===== src/rtl/ifid_instr_queue_if.sv =====
// rtl/ifid_instr_queue_if.sv - fetch/decode handshake bundle for the IF/ID instruction queue
//
// Groups everything between fetch, the queue and decode except clk/rest.
//   slave  : the queue itself (consumes fetch/decode controls, drives head and status)
//   master : the environment (fetch + decode side)
// Signals:
//   in_valid/in_instr/in_pcplus2/in_ready : fetch-side push handshake
//   out_valid/out_ready                   : decode-side pop handshake
//   freeze, flush                         : decode stall and pipeline flush
//   out_instr/out_pcplus2                 : head entry (NOP_WORD/0 when empty)
//   jump_addr/branch_addr                 : targets computed from the head entry
//   count                                 : current occupancy
interface ifid_instr_queue_if #(
    parameter int DATA_W = 16,
    parameter int DEPTH  = 4
);
    localparam int CNT_W = $clog2(DEPTH) + 1;

    logic              in_valid;
    logic [DATA_W-1:0] in_instr;
    logic [DATA_W-1:0] in_pcplus2;
    logic              in_ready;
    logic              out_valid;
    logic              out_ready;
    logic              freeze;
    logic              flush;
    logic [DATA_W-1:0] out_instr;
    logic [DATA_W-1:0] out_pcplus2;
    logic [DATA_W-1:0] jump_addr;
    logic [DATA_W-1:0] branch_addr;
    logic [CNT_W-1:0]  count;

    modport slave (
        input  in_valid, in_instr, in_pcplus2, out_ready, freeze, flush,
        output in_ready, out_valid, out_instr, out_pcplus2,
               jump_addr, branch_addr, count
    );

    modport master (
        output in_valid, in_instr, in_pcplus2, out_ready, freeze, flush,
        input  in_ready, out_valid, out_instr, out_pcplus2,
               jump_addr, branch_addr, count
    );
endinterface


===== src/rtl/ifid_instr_queue.sv =====
// rtl/ifid_instr_queue.sv - DEPTH-entry FIFO of {instruction, PC+2} between fetch and decode
//
// Replaces the single-entry IF/ID register so fetch can run ahead of decode
// stalls. Flush has priority over everything; freeze blocks pops only.
// Ports:
//   clk  : rising-edge clock
//   rest : asynchronous active-low reset
//   bus  : ifid_instr_queue_if.slave (push/pop handshakes, freeze, flush,
//          head entry, jump/branch targets, occupancy)
module ifid_instr_queue #(
    parameter int                 DATA_W   = 16,
    parameter int                 DEPTH    = 4,
    parameter int                 OFF_W    = 12,
    parameter logic [DATA_W-1:0]  NOP_WORD = '0
) (
    input  logic                  clk,
    input  logic                  rest,
    ifid_instr_queue_if.slave     bus
);
    localparam int PTR_W = $clog2(DEPTH);
    localparam int CNT_W = PTR_W + 1;
    localparam logic [CNT_W-1:0] FULL_CNT = CNT_W'(DEPTH);

    logic [DATA_W-1:0] mem_instr [DEPTH];
    logic [DATA_W-1:0] mem_pcp2  [DEPTH];

    logic [PTR_W-1:0] wptr;
    logic [PTR_W-1:0] rptr;
    logic [CNT_W-1:0] count_q;

    logic push;
    logic pop;
    logic not_empty;
    logic not_full;

    // Status comes only from the registered count: a pop in the same cycle
    // does not open a slot for a push (no write-through), and a push into an
    // empty queue is not visible until the next cycle (no bypass).
    assign not_empty = (count_q != '0);
    assign not_full  = (count_q != FULL_CNT);

    assign push = bus.in_valid & not_full & ~bus.flush;
    assign pop  = not_empty & bus.out_ready & ~bus.freeze & ~bus.flush;

    // Storage needs no reset; emptiness is tracked by count_q.
    always_ff @(posedge clk) begin
        if (push) begin
            mem_instr[wptr] <= bus.in_instr;
            mem_pcp2[wptr]  <= bus.in_pcplus2;
        end
    end

    // Pointers wrap naturally at DEPTH (power of two); count tells full from empty.
    always_ff @(posedge clk or negedge rest) begin
        if (!rest) begin
            wptr    <= '0;
            rptr    <= '0;
            count_q <= '0;
        end else if (bus.flush) begin
            wptr    <= '0;
            rptr    <= '0;
            count_q <= '0;
        end else begin
            if (push) begin
                wptr <= wptr + PTR_W'(1);
            end
            if (pop) begin
                rptr <= rptr + PTR_W'(1);
            end
            count_q <= count_q + CNT_W'(push) - CNT_W'(pop);
        end
    end

    always_comb begin
        bus.in_ready  = not_full;
        bus.out_valid = not_empty;
        bus.count     = count_q;
        if (not_empty) begin
            bus.out_instr   = mem_instr[rptr];
            bus.out_pcplus2 = mem_pcp2[rptr];
        end else begin
            bus.out_instr   = NOP_WORD;
            bus.out_pcplus2 = '0;
        end
    end

    // Jump keeps the upper PC+2 bits and replaces the rest with the halfword offset.
    assign bus.jump_addr = {bus.out_pcplus2[DATA_W-1:OFF_W+1],
                            bus.out_instr[OFF_W-1:0], 1'b0};

    // Branch offset is signed and halfword-scaled; the sum wraps at DATA_W bits.
    assign bus.branch_addr = bus.out_pcplus2 +
                             {{(DATA_W-OFF_W-1){bus.out_instr[OFF_W-1]}},
                              bus.out_instr[OFF_W-1:0], 1'b0};

    always_ff @(posedge clk) begin
        if (rest) begin
            assert (!(push && count_q == FULL_CNT));
            assert (!(pop && count_q == '0));
        end
    end
endmodule


===== src/flat_wrapper.sv =====
// flat-port wrapper written by rule: the top's interface ports become plain ports
module ifid_instr_queue_flat 
#(
    parameter int                 DATA_W   = 16,
    parameter int                 DEPTH    = 4,
    parameter int                 OFF_W    = 12,
    parameter logic [DATA_W-1:0]  NOP_WORD = '0
)
  (clk, rest, bus_in_valid, bus_in_instr, bus_in_pcplus2, bus_out_ready, bus_freeze, bus_flush, bus_in_ready, bus_out_valid, bus_out_instr, bus_out_pcplus2, bus_jump_addr, bus_branch_addr, bus_count);
  ifid_instr_queue_if #(.DATA_W(DATA_W), .DEPTH(DEPTH)) bus_i ();
  input  logic clk;
  input  logic rest;
  input wire logic [$bits(bus_i.in_valid)-1:0] bus_in_valid;
  input wire logic [$bits(bus_i.in_instr)-1:0] bus_in_instr;
  input wire logic [$bits(bus_i.in_pcplus2)-1:0] bus_in_pcplus2;
  input wire logic [$bits(bus_i.out_ready)-1:0] bus_out_ready;
  input wire logic [$bits(bus_i.freeze)-1:0] bus_freeze;
  input wire logic [$bits(bus_i.flush)-1:0] bus_flush;
  output wire logic [$bits(bus_i.in_ready)-1:0] bus_in_ready;
  output wire logic [$bits(bus_i.out_valid)-1:0] bus_out_valid;
  output wire logic [$bits(bus_i.out_instr)-1:0] bus_out_instr;
  output wire logic [$bits(bus_i.out_pcplus2)-1:0] bus_out_pcplus2;
  output wire logic [$bits(bus_i.jump_addr)-1:0] bus_jump_addr;
  output wire logic [$bits(bus_i.branch_addr)-1:0] bus_branch_addr;
  output wire logic [$bits(bus_i.count)-1:0] bus_count;
  assign bus_i.in_valid = bus_in_valid;
  assign bus_i.in_instr = bus_in_instr;
  assign bus_i.in_pcplus2 = bus_in_pcplus2;
  assign bus_i.out_ready = bus_out_ready;
  assign bus_i.freeze = bus_freeze;
  assign bus_i.flush = bus_flush;
  assign bus_in_ready = bus_i.in_ready;
  assign bus_out_valid = bus_i.out_valid;
  assign bus_out_instr = bus_i.out_instr;
  assign bus_out_pcplus2 = bus_i.out_pcplus2;
  assign bus_jump_addr = bus_i.jump_addr;
  assign bus_branch_addr = bus_i.branch_addr;
  assign bus_count = bus_i.count;
  ifid_instr_queue #(.DATA_W(DATA_W), .DEPTH(DEPTH), .OFF_W(OFF_W), .NOP_WORD(NOP_WORD)) u_core (.clk(clk), .rest(rest), .bus(bus_i));
endmodule

===== config.mk =====
export PLATFORM = sky130hd
export DESIGN_NAME = ifid_instr_queue_flat
export DESIGN_NICKNAME = d
export VERILOG_FILES = /design/src/rtl/ifid_instr_queue_if.sv /design/src/rtl/ifid_instr_queue.sv /design/src/flat_wrapper.sv
export SDC_FILE = /design/constraint.sdc
export NUM_CORES = 1
export LEC_CHECK = 0
export BUFFER_PORTS_ARGS = -buffer_cell sky130_fd_sc_hd__buf_2
export CORE_ASPECT_RATIO = 1.25
export CORE_MARGIN = 2
export CORE_UTILIZATION = 50
export DETAILED_ROUTE_END_ITERATION = 12
export PLACE_DENSITY = 0.75
export SETUP_SLACK_MARGIN = 0.02
export SYNTH_ARGS = -nofsm -noshare
export SYNTH_HDL_FRONTEND = slang
export SYNTH_SLANG_ARGS = --single-unit

===== constraint.sdc =====
create_clock -name clk -period 3.51 [get_ports clk]
set_input_delay 0.351 -clock clk [delete_from_list [all_inputs] [get_ports clk]]
set_output_delay 0.351 -clock clk [all_outputs]
set_load 0.1 [all_outputs]

; Word level (Yosys, flattened, before mapping)
; Memories as Yosys holds them, arrays and structs flattened.
; Index checks and enable logic that the tools add are counted.
[word_totals]
ff_bits = 7
mem_bits_rw = 128
input_bits = 38
out_inout_bits = 69
word_cells = 30
mem_count = 2
[memory_table]
columns = memory, depth, word_bits, rd, rd_clocked_by_memory_dff, wr, line
row1 = u_core.mem_instr, 4, 16, 1, 0, 1, ifid_instr_queue.sv:24  ; logic [DATA_W-1:0] mem_instr [DEPTH];
row2 = u_core.mem_pcp2, 4, 16, 1, 0, 1, ifid_instr_queue.sv:25  ; logic [DATA_W-1:0] mem_pcp2 [DEPTH];
[classes]
add_sub_neg = 5
eq_ne = 1
mux = 9
n_bitwise = 7
reduce_logical = 3
[ops]
columns = operator, n
row1 = $mux W16, 2
row2 = $add A16 B16 Y16, 1
row3 = $mux W2, 4
row4 = $and A1 B1 Y1, 5
row5 = $add A2 B1 Y2 const B, 2
row6 = $reduce_bool A2 Y1, 2
row7 = $add A3 B1 Y3, 1
row8 = $mux W3, 1
row9 = $ne A3 B3 Y1 const B, 1
row10 = $reduce_bool A3 Y1, 1
row11 = $sub A3 B1 Y3, 1
row12 = $mux W1, 2
row13 = $not A1 Y1, 2

; Logic depth before layout (Yosys ltp)
; Gate-level depths: netlist (run 1).
[logic_depth]
depth_word = 6
ltp_mapped = 13
depth_no_buf = 11

; Least setup slack after synthesis (run 1)
; No wires, ideal clock.
[synth_timing]
kind = register to output
from = register u_core.count_q[1], in the netlist u_core.bus.count[1]
to = output port bus_branch_addr[10]
t_arrival_ns = 6.558
required_ns = 3.159
path_slack_ns = -3.399
path_stages_with_launch = 12
path_buffers = 1
cell_sequence = dfrtp_1 -> nor3_1 -> inv_1 -> clkbuf_1 -> nand2_1 -> inv_1 -> ha_1 -> a21o_1 -> and3_2 -> o21ai_0 -> a211oi_1 -> a311oi_1
[synth_via]
elab_chain_len = 3
word_cells_on_any_way = 4
cone_classes = 1 x add/sub / 2 x mux / 1 x reduce/logical
[synth_lines]
columns = element, line
row1 = "start, declared", ifid_instr_queue.sv:29  ; logic [CNT_W-1:0] count_q;
row2 = "start signal, assigned", ifid_instr_queue.sv:70  ; count_q <= count_q + CNT_W'(push) - CNT_W'(pop);
row3 = $reduce_bool A3 Y1, ifid_instr_queue.sv:39  ; assign not_empty = (count_q != '0);
row4 = net bus_out_valid, flat_wrapper.sv:20  ; output wire logic [$bits(bus_i.out_valid)-1:0] bus_out_valid;
row5 = $mux W16, ifid_instr_queue.sv:78  ; if (not_empty) begin
row6 = net bus_jump_addr[2], flat_wrapper.sv:23  ; output wire logic [$bits(bus_i.jump_addr)-1:0] bus_jump_addr;
row7 = $add A16 B16 Y16, ifid_instr_queue.sv:92  ; assign bus.branch_addr = bus.out_pcplus2 +
row8 = "end, declared", flat_wrapper.sv:24  ; output wire logic [$bits(bus_i.branch_addr)-1:0] bus_branch_addr;
; The timed path passes the listed nets, and every way through them passes these cells.

; Worst setup path after layout (run 1)
[layout_timing]
from = register u_core.rptr[0]
to = output port bus_branch_addr[12]
[layout_via]
elab_chain_len = 3
word_cells_on_any_way = 5
cone_classes = 1 x add/sub / 2 x mux / 2 x memory
[layout_lines]
columns = element, line
row1 = "start, declared", ifid_instr_queue.sv:28  ; logic [PTR_W-1:0] rptr;
row2 = "start signal, assigned", ifid_instr_queue.sv:68  ; rptr <= rptr + PTR_W'(1);
row3 = $mem_v2 Z4 W16 (on tied branches), --
row4 = $mux W16, ifid_instr_queue.sv:78
row5 = $add A16 B16 Y16 *, ifid_instr_queue.sv:92
; Mark *: on every way between the ends. The rest lies on a longest branch, timed or not.

==> flow_summary.json, run 1 <==
{
  "port_buffers": 105,
  "drc": 0,
  "syn_inst": 375,
  "ys_warn_count": 0,
  "r2r_slack_ns": 0.87,
  "viasPerCell": 5.43,
  "h-tree-depth": 4,
  "yosysUniqueCellTypes": 42,
  "multi_input_area_mm2": 0.00253,
  "synthXorXnorAreaFrac_pct": 2.29,
  "max_freq_ghz": 0.268,
  "synth-simple-area-share_pct": 7.30,
  "crit_required_ns": 3.16,
  "drive_above_1_share_pct": 61.2,
  "end_kind": "output pin",
  "post-route-util_pct": 73.5,
  "stdcell_area_mm2": 0.00886,
  "grt_max_degree": 33,
  "critPathBufInv": 2,
  "clk_path_buf_depth": 2,
  "die_h_um": 128,
  "crit_slowest_cell": "mux4_2",
  "boundaryPins": 107,
  "crit_family": "simple AND/OR/NAND/NOR gates",
  "diodes": 0,
  "critPathMaxStageDelay_ns": 0.49,
  "post-place-cells": 659,
  "clkTransAtPathRegs_ns": 0.06,
  "initial_core_util_pct": 50.8,
  "place_congestion": 0.854,
  "rows": 45,
  "grt_pass1_vias": 4102,
  "n_fill_cell": 724,
  "final_cells": 723,
  "synth_seq_area_share_pct": 65.6,
  "crit_path_max_fanout": 4,
  "layout.nets": 606,
  "drv_slew": 0,
  "tns_ns": -1.19,
  "min_period_over_period_pct": 106,
  "dieArea_mm2": 0.0132,
  "grt_antenna_before_repair": 0,
  "crit_chain": "buf_12, mux4_2, and2_4, ha_4, and2_4, a221o_1, o21a_1, or4_4, o311a_4, buf_12",
  "synthArstFlopShare_pct": 5.19,
  "wl_mm": 14.6,
  "synthAdderAreaFrac_pct": 4.74,
  "setup_slack_ns": -0.222,
  "syn_to_final_growth_pct": 44.7,
  "core_area_mm2": 0.0120,
  "syn_nets": 435,
  "insertion_delay_ns": 0.42,
  "relSlewSlack_pct": 41.3,
  "die_w_um": 103,
  "regToRegEndpoint": "u_core.bus.count[2]",
  "syn_area_per_cell_um2": 16.3,
  "synth-compound-area-share_pct": 4.54,
  "drtIter0Drc": 210,
  "setup_viol": 9,
  "rr_startpoint": "u_core.bus.count[1]",
  "skew_ns": 0.00912,
  "cts_root_buffer": "clkbuf_16",
  "num_vias": 3926,
  "grt_pass1_wl_mm": 21.9,
  "synth_top_flop_cell": "edfxtp_1",
  "syn-cell-area_mm2": 0.00612,
  "synth_top_family_by_area": "multiplexers",
  "drt-wirelength-per-cell_um": 20.2,
  "grt_overflow": 0,
  "hold_class": "input port to register",
  "place_area_mm2": 0.00763,
  "firstDrtPassIters": 5,
  "ys_ff_latch": 135,
  "synthMuxAreaShare_pct": 11.4,
  "hpwl_mm": 8.99,
  "worst_slew_pin_slew_ns": 0.881,
  "min_period_ns": 3.73,
  "holdCritStartpoint": "bus_in_pcplus2[3]",
  "cap_violations": 0,
  "violations": "setup timing",
  "clock-sinks": 135,
  "arrival_ns": 3.38,
  "status": "finished with violations",
  "crit_type": "register to output pin",
  "ff_latch_area_mm2": 0.00403,
  "min_path_cells": 1,
  "rsz0062_at_grt": "yes",
  "numCtsBuffers": 17,
  "r2r_cells": 12,
  "startpoint_type": "register",
  "grt_usage_pct": 23.2,
  "finalHoldViolations": 0,
  "hold_end": "u_core.mem_pcp2[0][3]",
  "cts_tree": "done",
  "drtAntennaViolNets": 0,
  "synth-edff-count": 128
}
## area by class of cell
type,instances,share of cell area [%]
Tap cell,164,2.32
Inverter,13,0.664
Clock inverter,12,1.47
Multi-Input combinational cell,196,28.6
Clock buffer,20,5.04
Timing Repair Buffer,183,16.4
Sequential cell,135,45.5
## flip-flops by register name, indices dropped and copies added, names as in the netlist
name,flops
u_core.bus.count,3
u_core.mem_instr,64
u_core.mem_pcp2,64
u_core.rptr,2
u_core.wptr,2
## placed cells by master, fill, tap and decap left out, types with 3 or more instances in the layout
cell type | Yosys | routed
dfrtp_1 | 7 | 3
a21oi_4 | 0 | 4
nand2_1 | 13 | 10
buf_6 | 2 | 7
nor2_4 | 0 | 3
dfrtp_4 | 0 | 3
inv_1 | 13 | 9
a21oi_2 | 0 | 5
xor2_4 | 0 | 3
mux4_2 | 30 | 30
nor2_1 | 16 | 12
clkbuf_16 | 0 | 17
and2_2 | 0 | 5
o21a_1 | 4 | 4
a21oi_1 | 15 | 6
nand3_1 | 5 | 4
buf_2 | 4 | 91
and2_1 | 35 | 6
buf_4 | 17 | 61
a21o_1 | 3 | 3
ha_1 | 20 | 6
xnor2_1 | 11 | 4
clkinv_2 | 0 | 3
xnor2_4 | 0 | 4
nor2b_1 | 5 | 4
edfxtp_1 | 128 | 128
ha_4 | 0 | 14
buf_12 | 0 | 21
clkinvlp_4 | 0 | 7
xnor2_2 | 0 | 3
and2_4 | 1 | 25
## worst max-delay path by stage
| stage | startpoint | to | slack, ns | depth (start not counted) |
|---|---|---|---|---|
| after CTS | u_core.rptr[0] | bus_branch_addr[15] | -0.22 | 12 |
| after floorplan | u_core.bus.count[1] | bus_branch_addr[10] | -0.49 | 11 |
| after global placement | u_core.rptr[0] | bus_branch_addr[13] | 0.02 | 13 |
| after global routing | u_core.rptr[0] | bus_branch_addr[12] | -0.30 | 10 |
| final | u_core.rptr[0] | bus_branch_addr[12] | -0.22 | 10 |
| after detailed placement | u_core.rptr[0] | bus_branch_addr[13] | -0.04 | 13 |
## cells in the mapped netlist, types with 2 or more instances
master	n	area share (%)
a211oi_1	4	0.49
xnor2_1	11	1.6
and2_1	35	3.6
buf_4	17	2.1
nor2b_1	5	0.51
nor2_1	16	0.98
nand3_1	5	0.41
mux2i_1	2	0.33
dfrtp_1	7	2.9
xor2_1	5	0.72
clkbuf_1	7	0.43
o21a_1	4	0.49
nor3_1	2	0.16
a31oi_1	2	0.20
a21o_1	3	0.37
mux4_2	30	11
nand2_1	13	0.80
buf_2	4	0.33
fa_1	2	0.65
a21oi_1	15	1.2
edfxtp_1	128	63
a221o_1	2	0.33
buf_6	2	0.37
inv_1	13	0.80
o21ai_0	5	0.41
ha_1	20	4.1
## metal layers
metal  track usage, %  share of wire [%]  wire (µm)
met1             26.7                 37       5460
met2             39.9                 54       7870
met3             6.54                5.6        824
met4             10.8                2.9        430
met5                0                  0          0
## kinds of logic after synthesis
group	Yosys count
buf+inv	44
compound gates	42
simple gates	83
xor+xnor	16
fa+ha+maj	22
other cells	1
flops	135
mux	32
## timing repair
action                                  4_1_cts  5_1_grt
endpoints found under the setup margin       11       10
gates cloned                                  1        0
hold endpoints to repair                      7        0
setup buffers                                18       15
hold buffers                                  1        0
resized for setup                            63       16
pin swaps                                    25       17
## per-stage QoR
stage / hold slack [ns] / setup WS [ns]
after floorplan: 0.0554 / -0.493
after global placement: 0.203 / 0.0180
after detailed placement: 0.212 / -0.0415
after CTS: 0.135 / -0.223
after global routing: 0.141 / -0.297
final: 0.147 / -0.222
Power of run 1 is left out: the tool's default activity adds up to more than one toggle a clock period on the data nets, which glitch-free logic cannot reach.
==> run 2, diff against run 1 <==
- CORE_UTILIZATION: 50 -> 40
- PLACE_DENSITY: 0.75 -> unset
==> run 2 against run 1 <==
- the flow still finishes with violations (setup timing)
- wire length decreased by 8.8%
- first-iteration DRC count unchanged
- worst hold slack improved by 0.014 ns
- sequential share of layout area increased by 1.6 points
- die area increased by 24%
- global-route usage decreased by 6.1 points
- fmax increased by 0.81%
- critical endpoint unchanged
- largest cell class unchanged
==> flow_summary.json, run 2 (same netlist as run 1, synthesis figures left out) <==
{
  "n_fill_cell": 1151,
  "wl_mm": 13.3,
  "multi_input_area_mm2": 0.00244,
  "critPathBufInv": 2,
  "end_kind": "output pin",
  "hold_class": "input port to register",
  "die_w_um": 115,
  "cts_root_buffer": "clkbuf_16",
  "grt_usage_pct": 17.2,
  "drv_slew": 0,
  "rows": 50,
  "grt_max_degree": 33,
  "clk_path_buf_depth": 2,
  "relSlewSlack_pct": 36.4,
  "clkTransAtPathRegs_ns": 0.06,
  "crit_family": "simple AND/OR/NAND/NOR gates",
  "port_buffers": 105,
  "dieArea_mm2": 0.0163,
  "syn_to_final_growth_pct": 39.7,
  "boundaryPins": 107,
  "drtAntennaViolNets": 0,
  "rsz0062_at_grt": "yes",
  "min_period_over_period_pct": 105,
  "pre_cts_ws_ns": 0.0196,
  "grt_antenna_before_repair": 1,
  "initial_core_util_pct": 40.9,
  "layout.nets": 580,
  "layout.cells.most_common_list": "edfxtp_1, buf_2, buf_4",
  "grt_pass1_wl_mm": 20.9,
  "mostFrequentLayoutCell": "edfxtp_1",
  "drtIter0Drc": 210,
  "ff_latch_area_mm2": 0.00403,
  "grt_overflow": 0,
  "crit_chain": "buf_12, mux4_2, and2_4, ha_4, and2_4, a221o_1, o21a_1, or4_1, o311a_2, buf_12",
  "cts_tree": "done",
  "numCtsBuffers": 17,
  "startpoint_type": "register",
  "cap_violations": 0,
  "grt_pass1_vias": 3970,
  "crit_type": "register to output pin",
  "h-tree-depth": 4,
  "insertion_delay_ns": 0.40,
  "core_area_mm2": 0.0150,
  "place_area_mm2": 0.00753,
  "place_congestion": 0.788,
  "drc": 0,
  "critPathMaxStageDelay_ns": 0.48,
  "setup_slack_ns": -0.192,
  "skew_ns": 0.00792,
  "worst_slew_pin_slew_ns": 0.954,
  "hpwl_mm": 9.00,
  "die_h_um": 142,
  "firstDrtPassIters": 5,
  "arrival_ns": 3.35,
  "diodes": 0,
  "crit_slowest_cell": "mux4_2",
  "min_period_ns": 3.70,
  "crit_path_max_fanout": 5,
  "crit_required_ns": 3.16,
  "num_vias": 3634,
  "finalHoldViolations": 0,
  "stdcell_area_mm2": 0.00855,
  "violations": "setup timing",
  "status": "finished with violations",
  "clock-sinks": 135,
  "drt-wirelength-per-cell_um": 18.6,
  "viasPerCell": 5.08,
  "max_freq_ghz": 0.270,
  "drive_above_1_share_pct": 58.0,
  "setup_viol": 8
}
==> run 2: changes by cell type in the layout (fill, tap and decap cells not counted), moves of 4 or more <==
cell,change
ha_4,-4
ha_1,+4
and2_4,-7
buf_4,-23
and2_2,+5
==> run 2: cell type report <==
type,instances,share of cell area (%)
clock inverters,14,1.86
clock buffers,18,5.02
multi-input cells,196,28.6
inverters,13,0.658
repair buffers,157,14.1
flip-flops and latches,135,47.1
well taps,182,2.66
==> run 2: worst reg2reg max path, delay by kind of cell (launching register included) <==
family | cells | cell delay (ns)
flops | 1 | 0.46
fa+ha+maj | 3 | 0.73
xor+xnor | 2 | 0.32
simple gates | 4 | 0.74
buf+inv | 3 | 0.24
==> run 2: worst paths after layout <==
kind                            cells after the start                start                      to  slack (ns)
worst min-delay path                                1      bus_in_instr[8]  u_core.mem_instr[1][8]        0.16
min in group asynchronous                           2                 rest          u_core.wptr[1]        0.32
worst max register to register                     12  u_core.bus.count[1]     u_core.bus.count[2]        0.91
max in group asynchronous                           2                 rest     u_core.bus.count[2]        3.00
worst max-delay path                               10       u_core.rptr[0]     bus_branch_addr[12]       -0.19
worst min register to register                      2       u_core.wptr[1]          u_core.wptr[1]        0.58
==> run 2: per-layer routing <==
layer | part of all wire (%) | track usage [%]
met1 | 41 | 21.3
met2 | 53 | 29.9
met3 | 4.2 | 3.79
met4 | 1.0 | 5.39
met5 | 0.098 | 0
==> run 2: metrics by stage <==
stage               setup TNS [ns]  utilization [%]  hold slack [ns]  cells
global route                 -2.09             57.2            0.141    715
floorplan                    -2.25                -           0.0554    375
finish                      -0.724             57.2            0.160    715
global placement                 0             50.4            0.205    661
detailed placement               0             50.4            0.201    661
CTS                          -1.23             56.7            0.146    711
==> run 2: what timing repair did <==
item,4_1_cts,5_1_grt
setup buffers,16,5
hold endpoints to repair,7,0
gates cloned,1,0
hold buffers,1,0
gates resized for setup,41,11
pin swaps,9,3
endpoints found under the setup margin,10,10
Power of run 2 is left out for the same reason.
==> run 3, diff against run 2 <==
--- a/config.mk
+++ b/config.mk
@@ -12,4 +12,5 @@
 export DETAILED_ROUTE_END_ITERATION = 12
 export SETUP_SLACK_MARGIN = 0.02
+export SKIP_LAST_GASP = 1
 export SYNTH_ARGS = -nofsm -noshare
 export SYNTH_HDL_FRONTEND = slang
==> constraint.sdc (replaced) <==
create_clock -name clk -period 3.51 [get_ports clk]
set_input_delay 0.702 -clock clk [delete_from_list [all_inputs] [get_ports clk]]
set_output_delay 0.702 -clock clk [all_outputs]
set_load 0.1 [all_outputs]
==> run 3 against run 2 <==
- the flow still finishes with violations (setup timing)
- clock skew is 0.0018 ns higher
- critical endpoint unchanged
- critical path depth stayed put
- non-clock buffer count is 48 higher
- largest cell class unchanged
- global-route usage is 0.49 points higher
- cell area is 6.3% higher
- setup slack worse by 0.35 ns
- register-to-register slack better by 0.07 ns
- die area stayed put
- final cell count is 6.6% higher
- critical path type unchanged
- via count is 4.5% higher
- worst hold slack worse by 0.040 ns
==> flow_summary.json, run 3 (same netlist as run 1, synthesis figures left out) <==
{
  "status": "finished with violations",
  "violations": "setup timing",
  "wl_mm": 13.6,
  "rsz0062_at_grt": "yes",
  "stdcell_area_mm2": 0.00910,
  "drtAntennaViolNets": 0,
  "crit_required_ns": 2.81,
  "grt_usage_pct": 17.7,
  "relSlewSlack_pct": 38.8,
  "max_freq_ghz": 0.247,
  "layout.cells.most_common_list": "edfxtp_1, buf_2, buf_4",
  "crit_path_max_fanout": 5,
  "post-route-util_pct": 60.8,
  "syn_to_final_growth_pct": 48.6,
  "firstDrtPassIters": 4,
  "mostFrequentLayoutCell": "edfxtp_1",
  "grt_overflow": 0,
  "cts_tree": "done",
  "crit_type": "register to output pin",
  "r2r_slack_ns": 0.98,
  "min_period_ns": 4.05,
  "holdWs_ns": 0.120,
  "min_period_over_period_pct": 115,
  "drt-wirelength-per-cell_um": 17.8,
  "layout.nets": 628,
  "clk_path_buf_depth": 2,
  "num_vias": 3797,
  "finalHoldViolations": 0,
  "hold_class": "input port to asynchronous set/reset pin",
  "dieArea_mm2": 0.0163,
  "core_area_mm2": 0.0150,
  "grt_pass1_wl_mm": 21.5,
  "drc": 0,
  "grt_antenna_before_repair": 1,
  "insertion_delay_ns": 0.41,
  "rows": 50,
  "numCtsBuffers": 17,
  "startpoint_type": "register",
  "drive_above_1_share_pct": 62.6,
  "place_area_mm2": 0.00802,
  "n_fill_cell": 1077,
  "die_w_um": 115,
  "drv_slew": 0,
  "die_h_um": 142,
  "hpwl_mm": 9.55,
  "end_kind": "output pin",
  "cap_violations": 0,
  "clkTransAtPathRegs_ns": 0.06,
  "place_congestion": 0.815,
  "setup_viol": 11,
  "setup_slack_ns": -0.542,
  "cts_root_buffer": "clkbuf_16",
  "diodes": 0,
  "skew_ns": 0.00972,
  "boundaryPins": 107,
  "arrival_ns": 3.35,
  "cts_hold_buffers": 0,
  "initial_core_util_pct": 40.9,
  "viasPerCell": 4.98,
  "grt_max_degree": 33,
  "drtIter0Drc": 147,
  "worst_slew_pin_slew_ns": 0.918,
  "clock-sinks": 135,
  "h-tree-depth": 4,
  "grt_pass1_vias": 4070,
  "port_buffers": 105
}
[run 3: changes by cell type in the layout (fill, tap and decap cells not counted), moves of 3 or more]
cell,before,now
clkinv_4,1,4
buf_12,18,21
and2_2,10,4
and2_4,18,26
clkinvlp_4,7,3
buf_4,38,84
ha_1,10,7
[run 3: layout make-up]
cell class | count | area, µm² | area share (%)
clock inverters | 13 | 205 | 2.26
inverters | 13 | 56.3 | 0.619
clock buffers | 18 | 429 | 4.72
well taps | 182 | 228 | 2.50
flip-flops and latches | 135 | 4030 | 44.3
multi-input cells | 196 | 2530 | 27.8
repair buffers | 205 | 1620 | 17.8
[run 3: final timing paths]
check	from	to	cells after the start
min	rest	u_core.wptr[1]	1
max in group asynchronous	rest	u_core.bus.count[1]	1
max	u_core.rptr[0]	bus_branch_addr[12]	10
max reg2reg	u_core.bus.count[0]	u_core.bus.count[2]	12
min in group clk	bus_in_instr[7]	u_core.mem_instr[0][7]	1
min reg2reg	u_core.wptr[1]	u_core.wptr[1]	2
[run 3: timing repair]
item / CTS / global route
setup buffers: 8 / 5
endpoints found under the setup margin: 13 / 12
pin swaps: 27 / 14
gates resized for setup: 65 / 7
[run 3: through the flow]
step / setup WS (ns) / setup TNS (ns) / instances
4_1_cts: -0.542 / -4.44 / 758
2_1_floorplan: -0.844 / -6.33 / 375
6_report: -0.542 / -4.67 / 762
3_5_place_dp: -0.318 / -1.94 / 719
5_1_grt: -0.662 / -6.03 / 762
3_3_place_gp: -0.268 / -1.65 / 719
[run 3: worst max-delay path, stage by stage (launching register included)]
cell     delay [ns]
dfrtp_2        0.45
buf_12         0.14
mux4_2         0.50
and2_4         0.19
ha_4           0.24
and2_4         0.16
a221o_1        0.31
o21a_1         0.22
or4_4          0.43
o311a_4        0.14
buf_12         0.17
[run 3: routing by layer]
metal	routed length (µm)	track usage, %
met1	5360	20.8
met3	537	3.83
met5	13	0
met2	7510	31.8
met4	172	5.84
Power of run 3 is left out for the same reason.
